### config.mk
export PLATFORM = sky130hd
export DESIGN_NAME = microwave_controller
export DESIGN_NICKNAME = d
export VERILOG_FILES = /design/src/rtl/microwave_controller.sv
export SDC_FILE = /design/constraint.sdc
export NUM_CORES = 1
export LEC_CHECK = 0
export BUFFER_PORTS_ARGS = -buffer_cell sky130_fd_sc_hd__buf_2
export CAP_MARGIN = 10
export CORE_MARGIN = 2
export CORE_UTILIZATION = 52
export CTS_CLUSTER_DIAMETER = 60
export DETAILED_ROUTE_END_ITERATION = 10
export GPL_TIMING_DRIVEN = 0
export PLACE_DENSITY = 0.85
export SLEW_MARGIN = 20
export SYNTH_ARGS = -nofsm -noshare
export SYNTH_HDL_FRONTEND = slang
export SYNTH_SLANG_ARGS = --single-unit
### constraint.sdc
create_clock -name clock -period 2.4 [get_ports clock]
set_clock_uncertainty 0.1 [all_clocks]
set_input_delay 0.12 -clock clock [delete_from_list [all_inputs] [get_ports clock]]
set_output_delay 0.12 -clock clock [all_outputs]
set_load 0.05 [all_outputs]
### src/rtl/microwave_controller.sv
// Microwave oven controller: keypad time entry, start/stop/door interlock, M:SS countdown.
// Optional BLANK_LEADING_ZERO_EN blanks leading zero digits on the display.
module microwave_controller #(
    parameter int CLK_DIV         = 100,
    parameter int DEBOUNCE_CYCLES = 4
) (
    input  logic       clock,
    input  logic       clearn,
    input  logic       startn,
    input  logic       stopn,
    input  logic       door_closed,
    input  logic [9:0] keypad,
    output logic       mag_on,
    output logic [6:0] sec_ones_segs,
    output logic [6:0] sec_tens_segs,
    output logic [6:0] mins_segs
);
    localparam int PW = (CLK_DIV > 1) ? $clog2(CLK_DIV) : 1;
    localparam int DW = $clog2(DEBOUNCE_CYCLES + 1);
    localparam logic [PW-1:0] PRESC_MAX = PW'(CLK_DIV - 1);
    localparam logic [DW-1:0] DB_FULL   = DW'(DEBOUNCE_CYCLES);

    typedef enum logic {IDLE = 1'b0, COOK = 1'b1} state_t;

    state_t        r_state;
    state_t        w_state_next;
    logic          r_mag_on;
    logic          r_start_s1, r_start_s2, r_start_s3;
    logic          r_stop_s1, r_stop_s2;
    logic          r_door_s1, r_door_s2;
    logic [9:0]    r_key_s1, r_key_s2;
    logic [9:0]    r_db_code;
    logic [DW-1:0] r_db_cnt;
    logic [DW-1:0] w_db_cnt_next;
    logic          r_armed;
    logic          w_onehot;
    logic          w_key_accept;
    logic [3:0]    w_key_digit;
    logic [3:0]    r_min, r_tens, r_ones;
    logic [3:0]    w_min_next, w_tens_next, w_ones_next;
    logic [3:0]    w_dec_min, w_dec_tens, w_dec_ones;
    logic [PW-1:0] r_presc;
    logic [PW-1:0] w_presc_next;
    logic          w_start_fall;
    logic          w_tick;
    logic          w_time_zero;
    logic          w_dec_zero;

    // Start/stop idle high after clear so no false edge is seen on release.
    always_ff @(posedge clock or negedge clearn) begin
        if (!clearn) begin
            r_start_s1 <= 1'b1;
            r_start_s2 <= 1'b1;
            r_start_s3 <= 1'b1;
            r_stop_s1  <= 1'b1;
            r_stop_s2  <= 1'b1;
            r_door_s1  <= 1'b0;
            r_door_s2  <= 1'b0;
            r_key_s1   <= 10'd0;
            r_key_s2   <= 10'd0;
        end else begin
            r_start_s1 <= startn;
            r_start_s2 <= r_start_s1;
            r_start_s3 <= r_start_s2;
            r_stop_s1  <= stopn;
            r_stop_s2  <= r_stop_s1;
            r_door_s1  <= door_closed;
            r_door_s2  <= r_door_s1;
            r_key_s1   <= keypad;
            r_key_s2   <= r_key_s1;
        end
    end

    assign w_onehot = (r_key_s2 != 10'd0) && ((r_key_s2 & (r_key_s2 - 10'd1)) == 10'd0);

    always_comb begin
        w_db_cnt_next = DW'(1);
        if (r_key_s2 == r_db_code) begin
            w_db_cnt_next = (r_db_cnt == DB_FULL) ? DB_FULL : r_db_cnt + DW'(1);
        end
    end

    assign w_key_accept = w_onehot && r_armed && (w_db_cnt_next == DB_FULL);

    always_comb begin
        w_key_digit = 4'd0;
        for (int k = 0; k < 10; k++) begin
            if (r_key_s2[k]) begin
                w_key_digit = 4'(k);
            end
        end
    end

    // Re-arm only after the keypad reads empty; any accept or multi-key code disarms.
    always_ff @(posedge clock or negedge clearn) begin
        if (!clearn) begin
            r_db_code <= 10'd0;
            r_db_cnt  <= '0;
            r_armed   <= 1'b0;
        end else begin
            r_db_code <= r_key_s2;
            r_db_cnt  <= w_db_cnt_next;
            if (r_key_s2 == 10'd0) begin
                r_armed <= 1'b1;
            end else if (w_key_accept || !w_onehot) begin
                r_armed <= 1'b0;
            end
        end
    end

    assign w_start_fall = r_start_s3 & ~r_start_s2;
    assign w_time_zero  = (r_min == 4'd0) && (r_tens == 4'd0) && (r_ones == 4'd0);
    assign w_tick       = (r_state == COOK) && (r_presc == PRESC_MAX);

    always_comb begin
        w_dec_min  = r_min;
        w_dec_tens = r_tens;
        w_dec_ones = r_ones;
        if (r_ones != 4'd0) begin
            w_dec_ones = r_ones - 4'd1;
        end else if (r_tens != 4'd0) begin
            w_dec_tens = r_tens - 4'd1;
            w_dec_ones = 4'd9;
        end else begin
            w_dec_min  = r_min - 4'd1;
            w_dec_tens = 4'd5;
            w_dec_ones = 4'd9;
        end
    end

    assign w_dec_zero = (w_dec_min == 4'd0) && (w_dec_tens == 4'd0) && (w_dec_ones == 4'd0);

    always_comb begin
        w_state_next = r_state;
        w_min_next   = r_min;
        w_tens_next  = r_tens;
        w_ones_next  = r_ones;
        w_presc_next = r_presc;
        case (r_state)
            IDLE: begin
                if (w_key_accept) begin
                    w_min_next  = r_tens;
                    w_tens_next = r_ones;
                    w_ones_next = w_key_digit;
                end
                if (w_start_fall && r_door_s2 && r_stop_s2 && !w_time_zero) begin
                    w_state_next = COOK;
                    w_presc_next = '0;
                end
            end
            COOK: begin
                w_presc_next = w_tick ? '0 : r_presc + PW'(1);
                // A decrement on the same edge as stop/door-open still lands.
                if (w_tick) begin
                    w_min_next  = w_dec_min;
                    w_tens_next = w_dec_tens;
                    w_ones_next = w_dec_ones;
                end
                if (!r_door_s2 || !r_stop_s2 || (w_tick && w_dec_zero)) begin
                    w_state_next = IDLE;
                end
            end
            default: w_state_next = IDLE;
        endcase
    end

    always_ff @(posedge clock or negedge clearn) begin
        if (!clearn) begin
            r_state  <= IDLE;
            r_mag_on <= 1'b0;
        end else begin
            r_state  <= w_state_next;
            r_mag_on <= (w_state_next == COOK);
        end
    end

    always_ff @(posedge clock or negedge clearn) begin
        if (!clearn) begin
            r_min   <= 4'd0;
            r_tens  <= 4'd0;
            r_ones  <= 4'd0;
            r_presc <= '0;
        end else begin
            r_min   <= w_min_next;
            r_tens  <= w_tens_next;
            r_ones  <= w_ones_next;
            r_presc <= w_presc_next;
        end
    end

    function automatic logic [6:0] seg7(input logic [3:0] d);
        case (d)
            4'd0:    seg7 = 7'h3F;
            4'd1:    seg7 = 7'h06;
            4'd2:    seg7 = 7'h5B;
            4'd3:    seg7 = 7'h4F;
            4'd4:    seg7 = 7'h66;
            4'd5:    seg7 = 7'h6D;
            4'd6:    seg7 = 7'h7D;
            4'd7:    seg7 = 7'h07;
            4'd8:    seg7 = 7'h7F;
            4'd9:    seg7 = 7'h6F;
            default: seg7 = 7'h00;
        endcase
    endfunction

    assign mag_on        = r_mag_on;
    assign sec_ones_segs = seg7(r_ones);
`ifdef BLANK_LEADING_ZERO_EN
    assign mins_segs     = (r_min == 4'd0) ? 7'h00 : seg7(r_min);
    assign sec_tens_segs = ((r_min == 4'd0) && (r_tens == 4'd0)) ? 7'h00 : seg7(r_tens);
`else
    assign mins_segs     = seg7(r_min);
    assign sec_tens_segs = seg7(r_tens);
`endif

endmodule

**Word level (Yosys, flattened, before mapping)**

Memories as Yosys holds them, arrays and structs flattened.
Cells that the tools add are included.

- Add/subtract/negate cells: 6
- Multipliers: 0
- Divide/modulo/power cells: 0
- Magnitude comparators: 0
- Equal/unequal tests: 7
- Shift-type cells: 0
- Mux-type cells: 33
- Bitwise gates (word level): 4
- Reduce and logical (&&, ||, !) cells: 32

Operators by type and width:

| cell | number |
|---|---|
| 4-bit 2-to-1 mux | 14 |
| 4-bit zero test | 6 |
| 4-bit one-hot mux with 2 select lines | 3 |
| 10-bit zero test | 2 |
| 3-bit 2-to-1 mux | 5 |
| 7-bit 2-to-1 mux | 2 |
| 7-bit one-hot mux with 2 select lines | 1 |
| 1-bit logical AND | 12 |
| 4-bit by 1-bit subtractor with 4-bit output (second input constant) | 3 |
| 10-bit AND | 1 |
| 10-bit equality test | 1 |
| 10-bit nonzero test | 1 |
| 10-bit by 1-bit subtractor with 10-bit output (second input constant) | 1 |
| 4-bit nonzero test | 2 |
| 7-bit by 1-bit adder with 7-bit output (second input constant) | 1 |
| 7-bit equality test (second input constant) | 1 |
| 3-bit equality test (second input constant) | 2 |
| 1-bit 2-to-1 mux | 5 |
| 1-bit zero test | 4 |
| 2-bit 2-to-1 mux | 2 |
| 2-bit inequality test (second input constant) | 2 |
| 3-bit by 1-bit adder with 3-bit output (second input constant) | 1 |
| 1-bit logical OR | 3 |
| 2-bit by 1-bit inequality test with 1-bit output (second input constant) | 1 |
| 5 further kinds | 6 |

- Flip-flop bits (word level): 61
- Bits in latches: 0
- Memory bits (writable): 0
- ROM bits: 336
- Input bits: 15
- Output and inout bits: 22
- Word-level logic and storage cells: 102
- Memories: 3

Memories:

| name | words | bits a word | rd ports | clocked after memory_dff | wr ports | RTL line | text |
|---|---|---|---|---|---|---|---|
| (no name shown) | 16 | 7 | 1 | 0 | 0 | 192 | `case (d)` |
| (no name shown) | 16 | 7 | 1 | 0 | 0 | 192 |  |
| (no name shown) | 16 | 7 | 1 | 0 | 0 | 192 |  |

**Depth between registers and ports, before layout**

Gate-level depths: netlist of run 1.

- Depth after elaboration: 11
- Depth in mapped cells: 8
- Gate-level depth less buffers: 8

**Worst setup path before layout of run 1**

Ideal clock, no wire load.

- Kind: reg-to-reg
- From: register r_key_s2[5]
- To: register r_tens[2]
- Setup time: 0.126 ns
- Arrival: 2.441 ns
- Data required time: 2.174 ns
- Slack: -0.267 ns
- Stages on the path, launching flop included: 9
- Buffers on the path: 2
- Period minus slack after synthesis: 2.667 ns
- Cell sequence: dfrtp_1 > buf_2 > or4_1 > or2_1 > a21o_1 > a211o_1 > o41a_1 > buf_2 > o32a_1

- Longest elaborated chain between the ends: 8

Ends and longest elaborated chain:

| what | RTL line | text |
|---|---|---|
| start, declared | 31 | `logic [9:0] r_key_s1, r_key_s2;` |
| start signal, assigned | 70 | `r_key_s2 <= r_key_s1;` |
| 10-bit by 1-bit subtractor with 10-bit output | 74 | `assign w_onehot = (r_key_s2 != 10'd0) && ((r_key_s2 & (r_key_s2 - 10'd1)) == 10'd0);` |
| 10-bit AND | 74 |  |
| 10-bit zero test | 74 |  |
| 1-bit logical AND | 74 |  |
| 1-bit logical AND | 83 | `assign w_key_accept = w_onehot && r_armed && (w_db_cnt_next == DB_FULL);` |
| 1-bit logical AND (*) | 83 |  |
| 2-bit inequality test (no source line) (*) | -- |  |
| 2-bit AND reduction (no source line) (*) | -- |  |
| end signal, assigned | 185 | `r_tens <= w_tens_next;` |
| end, declared | 39 | `logic [3:0] r_min, r_tens, r_ones;` |

Every way passes the cells marked *; elsewhere a longest branch is shown, timed or not.
A chain may end at the register's enable or synchronous reset.

**Worst setup path in the final report of run 1**

- From: register r_key_s2[5]
- To: register r_ones[0]

- Longest elaborated chain between the ends: 8

Ends and longest elaborated chain:

| what | RTL line | text |
|---|---|---|
| 10-bit by 1-bit subtractor with 10-bit output | 74 |  |
| 10-bit AND | 74 |  |
| 10-bit zero test | 74 |  |
| 1-bit logical AND | 74 |  |
| 1-bit logical AND (2 in series) | 83 |  |
| 2-bit inequality test (no source line) | -- |  |
| 2-bit AND reduction (no source line) | -- |  |
| end signal, assigned | 186 | `r_ones <= w_ones_next;` |
| end, declared | 39 |  |

Parallel ways exist; a longest one is shown, timed or not. The select of a mux whose other input is x is not followed.

==> results of run 1 <==
## stage by stage
stage                     hold WS (ns)  worst slack [ns]
final                            0.247            -0.343
after global routing             0.256            -0.423
after CTS                        0.245            -0.319
after detailed placement         0.129            -0.444
after global placement           0.127            -0.399
after floorplan                 -0.276            -0.196
## power by group through the flow
stage | registers [W] | logic, W | clock network [W]
floorplan | 0.00110 | 0.0000350 | 0
global placement | 0.00110 | 0.0000685 | 0
detailed placement | 0.00111 | 0.0000715 | 0
CTS | 0.00108 | 0.000103 | 0.000902
global route | 0.00109 | 0.000115 | 0.000960
finish | 0.00108 | 0.000103 | 0.000884
## cells by family after synthesis
group           share of synthesized area
simple gates                        0.133
compound gates                      0.188
fa+ha+maj                          0.0837
flops                               0.488
xor+xnor                           0.0446
mux                                0.0231
buf+inv                            0.0402
## worst max-delay path: cells and delay by family, from the launching register on
kind / cells / cell delay, ns
compound gates: 3 / 0.96
simple gates: 2 / 0.73
flops: 1 / 0.39
mux: 1 / 0.34
buf+inv: 1 / 0.12
## Yosys cell counts (all sizes together) (4+ instances only)
cell type and n:
o21ai 25, a21oi 17, mux2i 5, nor2 25
inv 18, a21o 4, nand4 5, clkbuf 12
nand3 5, nand2b 4, a22o 4, o32ai 6
nand2 28, dfstp 5, o22ai 5, dfrtp 56
a31oi 7, xnor2 15, ha 21
## layer usage
| layer | wire (um) | vias up |
|---|---|---|
| met4 | 136 | 0 |
| met1 | 2740 | 1263 |
| met2 | 3400 | 79 |
| met5 | 0 | - |
| met3 | 309 | 14 |
| li1 | - | 1267 |
## state kept, by name, indices dropped and copies added, names as in the netlist
name	count
r_door_s2	1
r_key_s2	10
r_db_code	10
r_start_s2	1
r_start_s1	1
mag_on	1
r_presc	7
r_ones	4
r_min	4
r_tens	4
r_key_s1	10
r_start_s3	1
r_stop_s1	1
r_armed	1
r_door_s1	1
r_db_cnt	3
r_stop_s2	1
## worst min path at each step
| stage | end | slack (ns) | depth (start not counted) |
|---|---|---|---|
| floorplan | mag_on | -0.28 | 0 |
| global placement | r_stop_s1 | 0.13 | 1 |
| detailed placement | r_key_s1[7] | 0.13 | 1 |
| CTS | r_door_s2 | 0.25 | 0 |
| global route | r_key_s2[1] | 0.26 | 0 |
| finish | r_door_s2 | 0.25 | 0 |
## layout make-up
| cell class | instances | area [sq um] |
|---|---|---|
| repair buffers | 60 | 402 |
| multi-input cells | 220 | 1580 |
| fillers | 453 | 1940 |
| inverters | 18 | 67.6 |
| flip-flops and latches | 61 | 1540 |
| plain buffers | 15 | 71.3 |
| well taps | 75 | 93.8 |
| clock inverters | 4 | 47.5 |
| clock buffers | 12 | 145 |
## what timing repair did
item / 4_1_cts / 5_1_grt
cloned: 1 / 0
endpoints found under the setup margin: 20 / 20
pin swaps: 1 / 2
endpoints found under the hold margin: 69 / 0
resized for setup: 15 / 12
hold buffers: 14 / 0
buffers inserted: 7 / 2
==> impl_metrics.py, run 1 <==
metrics = {
    "placement": {
        "gp_congestion": 0.884,
        "dp.cells": 425,
        "place_area_sq_mm": 0.00343,
        "dp_hpwl_um": 4300,
        "port_buffers": 36,
    },
    "global_route": {
        "grt_overflow": 0,
        "met3_usage": 0.0527,
        "gr-usage-met2": 0.384,
        "grt_max_degree": 62,
        "grt_usage": 0.217,
        "grt_pass1_wl_um": 10900,
        "met1_usage": 0.243,
        "first_global_vias": 2562,
        "grt_busiest_layer": "met2",
        "grt_antenna_before_repair": 0,
    },
    "floorplanning": {
        "fp.dieH_um": 81.7,
        "core_area_sq_mm": 0.00589,
        "rows": 28,
        "die_x_um": 81.7,
        "die_area_sq_mm": 0.00668,
        "start_util": 0.534,
        "pin_count": 37,
    },
    "cts": {
        "cts_made_buffers": 9,
        "worstSkewPairLatency_ns": 0.33,
        "htreeDepth": 3,
        "path_clk_slew_ns": 0.07,
        "clk_path_buf_depth": 2,
        "clockRootBuffer": "clkbuf_8",
        "cts_tree": "done",
        "clock_sinks": 61,
    },
    "worst_hold_path": {
        "hp-start": "r_door_s1",
        "holdCritPathClass": "flop to flop",
    },
    "detailed_routing": {
        "ant_nets": 0,
        "drcViolationCount": 0,
        "drtPass1Iterations": 4,
        "via_count": 2623,
        "routed_wl_um": 6590,
        "wl_per_cell_um": 14.2,
        "via_per_inst": 5.64,
        "drt_iter0_markers": 270,
    },
    "timing": {
        "fin_crit_ns": 2.74,
        "max_slew_margin": 0.513,
        "hold_viol_final": 0,
        "finalSetupViolCount": 12,
        "max_freq_ghz": 0.365,
        "rsz0062_at_grt": "yes",
        "period_share": 1.14,
        "tightest_slew_ns": 0.730,
        "setup_ws_ns": -0.343,
        "slew_viol_final": 0,
        "fin_setup_tns_ns": -3.53,
    },
    "worst_setup_path": {
        "crit_required_ns": 2.52,
        "crit_type": "flop to flop",
        "worstPathMaxFanout": 4,
        "cp_slowest_cell": "o41a_1",
        "crit_start": "r_key_s2[5]",
        "start_kind": "flop",
        "path_cells": "buf_6, or4_4, or2_4, a21o_1, a211o_1, o41a_1, mux2_1",
        "cp-endpoint": "r_ones[0]",
        "end_kind": "flop",
        "arrival_ns": 2.87,
        "r2r_slack_ns": -0.34,
        "reg2reg_from": "r_key_s2[5]",
        "reg2reg_depth": 7,
        "reg2reg_to": "r_ones[0]",
        "cp_slowest_stage_delay_ns": 0.49,
    },
    "yosys": {
        "synth_seq_cells": 61,
        "synthTopCellsByArea": "dfrtp_1 (45%), ha_1 (8.4%), dfstp_2 (4.2%)",
        "yosysTopAreaCellShare": 0.446,
        "syn_area_sq_mm": 0.00314,
        "syn_avg_cell_area_sq_um": 10.0,
        "synthCells": 314,
        "synth_ff_type": "dfrtp_1",
        "yosys.cell_types.count": 47,
        "ys_seq_area_frac": 0.488,
        "synth_edf_count": 0,
        "synth_fp_nets": 350,
        "ys_warn_count": 0,
        "ys_async_sr_fraction": 1.00,
        "synth_top_area_cell": "dfrtp_1",
    },
    "power_and_ir_drop": {
        "irDropWorstVdd_v": 0.000460,
        "p_total_w": 0.00207,
        "p_clk_frac": 0.427,
        "p_leak_nw": 1.72,
        "p_sw_frac": 0.217,
        "switchingPower_w": 0.000449,
        "pwr-share-comb": 0.050,
        "power_frac_seq": 0.523,
        "p_int_w": 0.00162,
        "powerDensity_mw_per_mm2": 524,
    },
    "run_status": {
        "status": "finished, violations left",
        "violations": "negative setup slack",
    },
    "finish": {
        "layout_commonest_cell": "dfrtp_1",
        "post-route-util": 0.671,
        "design_area_sq_mm": 0.00395,
        "fin_cells": 465,
        "synthToLayoutAreaGrowth_pct": 25.7,
        "nets": 421,
        "final_cell_mix": "dfrtp_1 (51), buf_2 (35), nand2_1 (28)",
        "drive_gt1_frac": 0.228,
        "antennaDiodeCount": 0,
    },
    "flow_run": {
        "drv_cap": 0,
    },
}
Note: power is estimated with default switching activity, not from simulation.
==> run 2: changes to the inputs <==
- ABC_AREA: not set -> 1
- CORE_UTILIZATION: 52 -> 53
- PLACE_DENSITY: 0.85 -> 0.86
==> run 2 against run 1 <==
Against the previous run:
- the run now ends clean
- non-clock buffer count shrank 16
- combinational power is essentially flat
- synthesized cell count grew 29%
- total power grew 12%
- worst setup slack gained 0.60 ns
- clock power grew 29%
- die area grew 3.4%
- first-iteration DRC count grew 19%
- largest power group is now clock
==> impl_metrics.py, run 2 <==
metrics = {
    "finish": {
        "n_fill_cell": 482,
        "nets": 503,
        "layout_commonest_cell": "nand2_1",
        "final_cell_mix": "nand2_1 (108), dfrtp_1 (56), inv_1 (43)",
        "synthToLayoutAreaGrowth_pct": 20.3,
        "design_area_sq_mm": 0.00399,
        "drive_gt1_frac": 0.193,
        "antennaDiodeCount": 0,
        "multi_input_area_sq_mm": 0.00154,
        "reg_top3": "r_db_code (10), r_key_s1 (10), r_key_s2 (10)",
        "area.sequential_sq_mm": 0.00153,
        "post-route-util": 0.666,
    },
    "detailed_routing": {
        "drt_iter0_markers": 322,
        "via_count": 2807,
        "drtPass1Iterations": 4,
        "ant_nets": 0,
        "wl_per_cell_um": 12.4,
        "via_per_inst": 5.13,
        "routed_wl_um": 6770,
        "drcViolationCount": 0,
    },
    "worst_setup_path": {
        "start_kind": "flop",
        "worstPathMaxFanout": 8,
        "arrival_ns": 2.26,
        "crit_type": "flop to flop",
        "crit_required_ns": 2.52,
        "end_kind": "flop",
    },
    "power_and_ir_drop": {
        "powerDensity_mw_per_mm2": 583,
        "p_total_w": 0.00233,
        "irDropWorstVdd_v": 0.000479,
        "p_leak_nw": 1.92,
    },
    "floorplanning": {
        "start_util": 0.553,
        "fp.dieH_um": 83.1,
        "core_area_sq_mm": 0.00599,
        "die_area_sq_mm": 0.00690,
        "die_x_um": 83.1,
        "rows": 28,
        "pin_count": 37,
    },
    "cts": {
        "clk_path_buf_depth": 2,
        "clockRootBuffer": "clkbuf_8",
        "clock_sinks": 61,
        "cts_tree": "done",
        "htreeDepth": 3,
        "path_clk_slew_ns": 0.07,
        "cts_made_buffers": 9,
        "worstSkewPairLatency_ns": 0.33,
        "cts_resized": 0,
    },
    "yosys": {
        "ys_seq_area_frac": 0.462,
        "syn_avg_cell_area_sq_um": 8.16,
        "synth_fp_nets": 442,
        "ys_warn_count": 0,
        "synthTopCellsByArea": "dfrtp_1 (42%), nand2_1 (12%), ha_1 (7.9%)",
        "synthCells": 406,
        "syn_area_sq_mm": 0.00331,
        "synth_seq_cells": 61,
        "yosys.cell_types.count": 34,
        "synth_edf_count": 0,
        "yosys.cell_count.top_type": "nand2_1",
        "yosysTopAreaCellShare": 0.423,
        "synth_ff_type": "dfrtp_1",
        "synth_commonest_cells": "nand2_1 (108), dfrtp_1 (56), inv_1 (43)",
        "synth_top_area_cell": "dfrtp_1",
        "ys_async_sr_fraction": 1.00,
    },
    "placement": {
        "pre_cts_ws_ns": 0.323,
        "gp_congestion": 0.870,
        "dp_hpwl_um": 4740,
        "port_buffers": 36,
        "place_area_sq_mm": 0.00359,
    },
    "global_route": {
        "grt_antenna_before_repair": 0,
        "grt_pass1_wl_um": 12300,
        "first_global_vias": 2803,
        "grt_usage": 0.217,
        "grt_overflow": 0,
        "grt_max_degree": 62,
    },
    "timing": {
        "fin_setup_tns_ns": 0,
        "finalSetupViolCount": 0,
        "tightest_slew_ns": 0.735,
        "slew_viol_final": 0,
        "max_slew_margin": 0.510,
        "hold_viol_final": 0,
        "fin_crit_ns": 2.14,
        "rsz0062_at_grt": "no",
        "period_share": 0.891,
        "setup_ws_ns": 0.261,
        "max_freq_ghz": 0.468,
    },
    "run_status": {
        "status": "complete, no violations",
    },
    "worst_hold_path": {
        "holdCritPathClass": "flop to flop",
    },
    "flow_run": {
        "drv_cap": 0,
    },
}
[run 2: final timing paths]
| check | from | depth (start not counted) | end | slack (ns) |
|---|---|---|---|---|
| hold reg to reg | r_key_s1[1] | 0 | r_key_s2[1] | 0.25 |
| setup / recovery | r_ones[1] | 8 | mag_on | 0.26 |
| min in group asynchronous | clearn | 2 | r_key_s1[3] | 0.30 |
| setup reg to reg | r_ones[1] | 8 | mag_on | 0.26 |
| hold / removal | r_key_s1[1] | 0 | r_key_s2[1] | 0.25 |
| max in group asynchronous | clearn | 2 | r_presc[5] | 1.43 |
[run 2: timing repair]
item	4_1_cts	5_1_grt
setup endpoints to repair	0	0
endpoints found under the hold margin	69	0
setup buffers	0	0
hold buffers	14	0
[run 2: cells by family (layout without fill, tap and decap cells)]
logic type               Yosys count  count (layout)  synth area share
buffers and inverters             57             123            0.0732
AND/OR/NAND/NOR                  206             206             0.274
flip-flops                        61              61             0.462
XOR/XNOR                           9               9            0.0238
AO/OA/AOI/OAI                     52              52            0.0876
adder cells (fa/ha/maj)           21              21            0.0793
[run 2: power breakdown]
group	total (W)	switching, W	internal (W)	leakage (nW)
registers	0.00108	0.0000214	0.00106	0.756
logic	0.000100	0.0000555	0.0000448	1.04
clock network	0.00114	0.000394	0.000748	0.126
[run 2: critical path, stage by stage, from the launching register on]
cell	delay, ns
dfrtp_1	0.48
inv_1	0.13
ha_1	0.25
nand2_2	0.16
inv_1	0.14
nor3_1	0.39
nand4_1	0.13
nor2_1	0.15
a21oi_1	0.08
[run 2: per-stage QoR]
step                      hold WS, ns  std cells
after CTS                       0.249        547
after global routing            0.258        547
after global placement          0.125        517
final                           0.245        547
after floorplan                -0.276        406
after detailed placement        0.126        517
[run 2: per-layer routing]
metal,track usage,routed length [um],up-vias
li1,-,-,1410
met1,0.280,3000,1294
met2,0.348,3290,84
met3,0.0398,303,19
met4,0.112,177,0
met5,0,0,-
[run 2: cell type report]
cell class | instances | area share
buffer | 9 | 0.0154
clock buffer | 11 | 0.0380
clock inverter | 5 | 0.0267
inverter | 48 | 0.0455
multi-input combinational | 288 | 0.386
sequential | 61 | 0.384
tap | 75 | 0.0235
timing repair buffer | 50 | 0.0809
